`src/rtl/ram_pkg.sv`:
```
// Shared types and helpers for the dual-port RAM macro.
// Imported by the sweep controller and the RAM top level.
package ram_pkg;

    typedef enum logic {
        SWEEP = 1'b0,
        IDLE  = 1'b1
    } state_e;

    localparam int RDW_OLD = 0;
    localparam int RDW_NEW = 1;

    function automatic logic addr_ok(
        input logic [31:0] addr,
        input logic [31:0] depth
    );
        return addr < depth;
    endfunction

endpackage

```
`src/rtl/ram_clr_sweep.sv`:
```
// Clear-sweep controller: owns the SWEEP/IDLE FSM and the sweep counter,
// and muxes sweep writes onto the RAM write port.
module ram_clr_sweep import ram_pkg::*; #(
    parameter int              WIDTH    = 16,
    parameter int              DEPTH    = 8,
    parameter int              ADDR_W   = $clog2(DEPTH),
    parameter logic [WIDTH-1:0] INIT_VAL = '0
) (
    input  logic              clk,
    input  logic              clr_n,
    input  logic              init_i,
    input  logic              we_i,
    input  logic [ADDR_W-1:0] wr_add_i,
    input  logic [WIDTH-1:0]  d_in_i,
    output logic              busy_o,
    output logic              acc_en_o,
    output logic              mem_we_o,
    output logic [ADDR_W-1:0] mem_wa_o,
    output logic [WIDTH-1:0]  mem_wd_o
);

    localparam logic [ADDR_W-1:0] LAST = ADDR_W'(DEPTH - 1);

    state_e            state_q, state_d;
    logic [ADDR_W-1:0] cnt_q, cnt_d;
    logic              wr_ok;

    always_ff @(posedge clk or negedge clr_n) begin
        if (!clr_n) begin
            state_q <= SWEEP;
            cnt_q   <= '0;
        end else begin
            state_q <= state_d;
            cnt_q   <= cnt_d;
        end
    end

    always_comb begin
        state_d = state_q;
        cnt_d   = cnt_q;
        unique case (state_q)
            SWEEP: begin
                if (init_i) begin
                    cnt_d = '0;
                end else if (cnt_q == LAST) begin
                    state_d = IDLE;
                    cnt_d   = '0;
                end else begin
                    cnt_d = cnt_q + ADDR_W'(1);
                end
            end
            IDLE: begin
                if (init_i) begin
                    state_d = SWEEP;
                    cnt_d   = '0;
                end
            end
            default: begin
                state_d = SWEEP;
                cnt_d   = '0;
            end
        endcase
    end

    // A sampled init in IDLE pre-empts any port access on that edge.
    assign busy_o   = (state_q == SWEEP);
    assign acc_en_o = (state_q == IDLE) && !init_i;
    assign wr_ok    = addr_ok(32'(wr_add_i), 32'(DEPTH));

    assign mem_we_o = busy_o | (acc_en_o & we_i & wr_ok);
    assign mem_wa_o = busy_o ? cnt_q : wr_add_i;
    assign mem_wd_o = busy_o ? INIT_VAL : d_in_i;

endmodule

```
`src/rtl/ram_dp_sync.sv`:
```
// Single-clock simple dual-port RAM with clear sweep, selectable read
// latency, read-during-write policy and out-of-range detection.
module ram_dp_sync import ram_pkg::*; #(
    parameter int               WIDTH    = 16,
    parameter int               DEPTH    = 8,
    parameter int               ADDR_W   = $clog2(DEPTH),
    parameter int               RD_LAT   = 1,
    parameter int               RDW_MODE = RDW_OLD,
    parameter logic [WIDTH-1:0] INIT_VAL = '0
) (
    input  logic              clk,
    input  logic              clr_n,
    input  logic              init,
    output logic              busy,
    input  logic              we,
    input  logic [ADDR_W-1:0] wr_add,
    input  logic [WIDTH-1:0]  d_in,
    input  logic              re,
    input  logic [ADDR_W-1:0] rd_add,
    output logic [WIDTH-1:0]  d_out,
    output logic              d_valid,
    output logic              err
);

    logic              acc_en;
    logic              mem_we;
    logic [ADDR_W-1:0] mem_wa;
    logic [WIDTH-1:0]  mem_wd;
    logic [WIDTH-1:0]  mem_q [DEPTH];

    logic              wr_ok, rd_ok, rd_acc, rd_hit;
    logic [WIDTH-1:0]  rd_data;
    logic              err_d, err_q;
    logic              v1_q;
    logic [WIDTH-1:0]  d1_q;

    ram_clr_sweep #(
        .WIDTH    (WIDTH),
        .DEPTH    (DEPTH),
        .ADDR_W   (ADDR_W),
        .INIT_VAL (INIT_VAL)
    ) u_sweep (
        .clk      (clk),
        .clr_n    (clr_n),
        .init_i   (init),
        .we_i     (we),
        .wr_add_i (wr_add),
        .d_in_i   (d_in),
        .busy_o   (busy),
        .acc_en_o (acc_en),
        .mem_we_o (mem_we),
        .mem_wa_o (mem_wa),
        .mem_wd_o (mem_wd)
    );

    // Storage is deliberately not reset; the sweep initialises it.
    always_ff @(posedge clk) begin
        if (mem_we) begin
            mem_q[mem_wa] <= mem_wd;
        end
    end

    assign wr_ok  = addr_ok(32'(wr_add), 32'(DEPTH));
    assign rd_ok  = addr_ok(32'(rd_add), 32'(DEPTH));
    assign rd_acc = acc_en & re;
    assign rd_hit = (RDW_MODE == RDW_NEW) && we && wr_ok
                    && (wr_add == rd_add);

    always_comb begin
        rd_data = '0;
        if (rd_ok) begin
            rd_data = rd_hit ? d_in : mem_q[rd_add];
        end
    end

    // Read and write faults on one edge merge into a single pulse.
    assign err_d = acc_en & ((we & ~wr_ok) | (re & ~rd_ok));

    always_ff @(posedge clk or negedge clr_n) begin
        if (!clr_n) begin
            v1_q  <= 1'b0;
            d1_q  <= '0;
            err_q <= 1'b0;
        end else begin
            v1_q  <= rd_acc;
            err_q <= err_d;
            if (rd_acc) begin
                d1_q <= rd_data;
            end
        end
    end

    assign err = err_q;

    generate
        if (RD_LAT == 2) begin : g_lat2
            logic             v2_q;
            logic [WIDTH-1:0] d2_q;

            always_ff @(posedge clk or negedge clr_n) begin
                if (!clr_n) begin
                    v2_q <= 1'b0;
                    d2_q <= '0;
                end else begin
                    v2_q <= v1_q;
                    if (v1_q) begin
                        d2_q <= d1_q;
                    end
                end
            end

            assign d_valid = v2_q;
            assign d_out   = d2_q;
        end else begin : g_lat1
            assign d_valid = v1_q;
            assign d_out   = d1_q;
        end
    endgenerate

endmodule

```
`config.mk`:
```
export PLATFORM = sky130hd
export DESIGN_NAME = ram_dp_sync
export DESIGN_NICKNAME = d
export VERILOG_FILES = /design/src/rtl/ram_pkg.sv /design/src/rtl/ram_clr_sweep.sv /design/src/rtl/ram_dp_sync.sv
export SDC_FILE = /design/constraint.sdc
export NUM_CORES = 1
export LEC_CHECK = 0
export BUFFER_PORTS_ARGS = -buffer_cell sky130_fd_sc_hd__buf_2
export CAP_MARGIN = 40
export CORE_MARGIN = 3
export CORE_UTILIZATION = 40
export CTS_BUF_LIST = sky130_fd_sc_hd__clkbuf_4 sky130_fd_sc_hd__clkbuf_8 sky130_fd_sc_hd__clkbuf_16
export DETAILED_ROUTE_END_ITERATION = 10
export PLACE_DENSITY = 0.56
export RECOVER_POWER = 50
export SYNTH_ARGS = -nofsm -noshare
export SYNTH_HDL_FRONTEND = slang
export SYNTH_SLANG_ARGS = --single-unit
```
`constraint.sdc`:
```
create_clock -name clk -period 2.8 [get_ports clk]
set_input_delay 0.28 -clock clk [delete_from_list [all_inputs] [get_ports clk]]
set_output_delay 0.28 -clock clk [all_outputs]
set_load 0.01 [all_outputs]
```
==> metrics <==
Rel. slew slack -0.04112; via count 3,113; Avg Inst Size Synth 16.92 sq um; critical path launch point type flip-flop; initial core utilization 0.4114; post-cts resize count 0; WP buf/inv 2; Synth area leaders edfxtp_1 (64%), dfrtp_1 (8.7%), mux2i_1 (5.6%); failing checks max-capacitance violations, max-slew violations; Layout Nets 444; synth-to-layout area growth 18.17%; DPL Wire Length 7820 um; number of max-cap violations 1; number of diodes 0; Longest Clk Path Bufs 2; Worst Path Arrival approximately 2200 ps; Initial DRC Count around 320; status complete, but fails checks; register area share after synthesis 0.7252; fin area ~7100 sq um; clk sink count 149; Top Ports 46; Synth Cell Area 6025 sq um; clk_lat worst skew 430 ps; placed insts 579; pin count of the biggest net entering global routing between 60 and 70; drt wl/cell 19.73 um; sw frac 0.1936; routed vias/inst 5.087; Die Width approximately 130 um; Worst setup EP type flip-flop; CTS tree yes; max incr delay on CP 820 ps; worst hold slack 86.23 ps; Sw Pwr approximately 1100 uW; GPL Wtd Cong ~0.8; Worst-path clk slew 60 ps; Worst Tran Pin Value approximately 1600 ps; Num CTS Buffers 17; RSZ-0062 raised after global routing false; port bufs 44; Peak Freq between 400 and 500 MHz; worst path cell trace clkbuf_1 -> nor3_1 -> a21oi_1 -> nor2_1 -> buf_4; Synth Net Count 385; Non-Filler Instances 612; antenna violations before repair 0; synthesized instance count 356; final setup vio count 0; die area 16,570 sq um; CTS HTree Levels 4; crit share post-route 0.7273; setup_tns 0 ps; Total Routing Usage GR 0.1594; worst setup margin 763.6 ps; Routed WL roughly 12,000 um; CP Data Required Time 2960 ps; family with the most delay on the worst path flip-flops; Final ANT Viol Nets 0; Flop pwr share 0.464; clock network power share 0.468; pre-CTS WS 810.2 ps; Core ar. 14,640 sq um; first-pass GRT wire length 18,730 um; skew final 26.32 ps; synth unique cells 30; total global routing overflow 0; Final min period approximately 2000 ps; num rows 44; Setup Crit Path Kind flip-flop to flip-flop; Fin. Hold Viols 0; Logic pwr share 0.068; post-synth top area share 0.6380; layout cells sized above 1 0.2266; Lkg Pwr 0.002715 uW; Pre-antenna DRT Iters 4; Max FO, Critical Path 24; PD cells between 700 and 800 nW/um^2; area leader, netlist edfxtp_1; root buffer cell clkbuf_16; # DRC 0; Int Power 4467 uW; Max stage delay cell, worst path dfrtp_1; Die Y 128.7 um; worst vdd ir 416.0 uV; Final Max Tran Viols 22; Synth Warn # 0; placed cell areas 6450 sq um; number of synthesized register bits between 100 and 150; vias in the first global route about 3,100; HP Class primary input to flip-flop
## logic make-up (layout without fill, tap and decap cells)
logic type,count (synthesis),count (layout),share of synthesized area
muxes,66,66,0.1163
AOI/OAI and AO/OA,55,55,0.07892
adders and majority gates,2,2,0.004153
DFF,149,149,0.7252
buffers and inverters,24,96,0.02741
and+or+nand+nor,59,59,0.04735
other,1,1,0.0006225
## worst paths after layout
kind | start | to | slack (ps) | cells after the start
min | init | u_sweep.cnt_q[2]$_DFFE_PN0P_ | 90 | 2
max reg2reg | u_sweep.state_q$_DFF_PN0_ | mem_q[1][10]$_DFFE_PP_ | 760 | 5
max | u_sweep.state_q$_DFF_PN0_ | mem_q[1][10]$_DFFE_PP_ | 760 | 5
min reg2reg | d_out[7]$_DFFE_PN0P_ | d_out[7]$_DFFE_PN0P_ | 480 | 2
min in group asynchronous | clr_n | u_sweep.cnt_q[2]$_DFFE_PN0P_ | 770 | 2
max in group asynchronous | clr_n | d_out[0]$_DFFE_PN0P_ | 1090 | 2
## routing by layer
| metal | wire (um) | track usage | part of all wire | up-vias |
|---|---|---|---|---|
| met5 | 0 | 0 | 0 | - |
| li1 | - | - | - | 1495 |
| met2 | 5688 | 0.2305 | 0.47 | 80 |
| met3 | 690 | 0.04608 | 0.057 | 4 |
| met4 | 84 | 0.05744 | 0.0070 | 0 |
| met1 | 5614 | 0.2306 | 0.46 | 1534 |
## cell usage in the layout, fill, tap and decap left out, types with 3 or more instances in the layout
| master | n |
|---|---|
| buf_4 | 13 |
| nor2b_1 | 3 |
| clkinv_1 | 3 |
| mux2_1 | 18 |
| clkbuf_1 | 19 |
| dfrtp_1 | 21 |
| buf_2 | 26 |
| nor2_1 | 16 |
| inv_1 | 4 |
| mux2_2 | 14 |
| clkbuf_16 | 17 |
| a22o_1 | 16 |
| bufinv_16 | 7 |
| and2_0 | 15 |
| a31oi_1 | 4 |
| o31ai_2 | 14 |
| edfxtp_1 | 128 |
| nand2_1 | 18 |
| mux2i_1 | 34 |
| o22ai_1 | 16 |
## per-stage QoR
stage	util	power (uW)
final	0.4862	5539
after global routing	0.4862	5752
after CTS	0.4880	5609
after detailed placement	0.4404	3008
after global placement	0.4404	3003
after floorplan	-	2859
## power groups by stage
stage | Clock, uW | Combinational (uW) | Sequential (uW)
detailed placement | 0 | 391 | 2620
floorplan | 0 | 232 | 2630
CTS | 2640 | 392 | 2570
global route | 2750 | 417 | 2580
finish | 2590 | 375 | 2570
global placement | 0 | 390 | 2610
## registers in the layout, summed over array words and instances (netlist names)
signal / count
mem_q: 128
d_out: 16
u_sweep.cnt_q: 3
d_valid: 1
u_sweep.state_q: 1
## cell type report
type | instances | area [sq um]
clock buffer | 20 | 454.2
clock inverter | 12 | 231.5
fill | 1256 | 7525
inverter | 4 | 15.01
multi-input combinational | 183 | 1490
sequential | 149 | 4369
tap | 184 | 230.2
timing repair buffer | 60 | 329.1
## Yosys cell counts, drive strengths merged
cell    count
edfxtp    128
mux2i      34
mux2       32
dfrtp      21
nand2      18
a22o       16
and2       16
nor2       16
o22ai      16
o31ai      16
buf        13
clkbuf      7
a31oi       4
inv         4
nor2b       3
a21oi       2
ha          2
nor3        2
and3        1
and3b       1
conb        1
nand2b      1
nand3b      1
o32a        1
## worst register-to-register path, cell delays in order (launching register included)
cell and delay [ps]:
dfrtp_1 820, clkbuf_1 380, nor3_1 110, a21oi_1 180, nor2_1 60, buf_4 220
## repair_timing
item / in CTS / in global routing
hold endpoints to repair: 21 / 0
buffers inserted: 0 / 0
hold buffers: 1 / 0
Note: power is estimated with default switching activity, not from simulation.
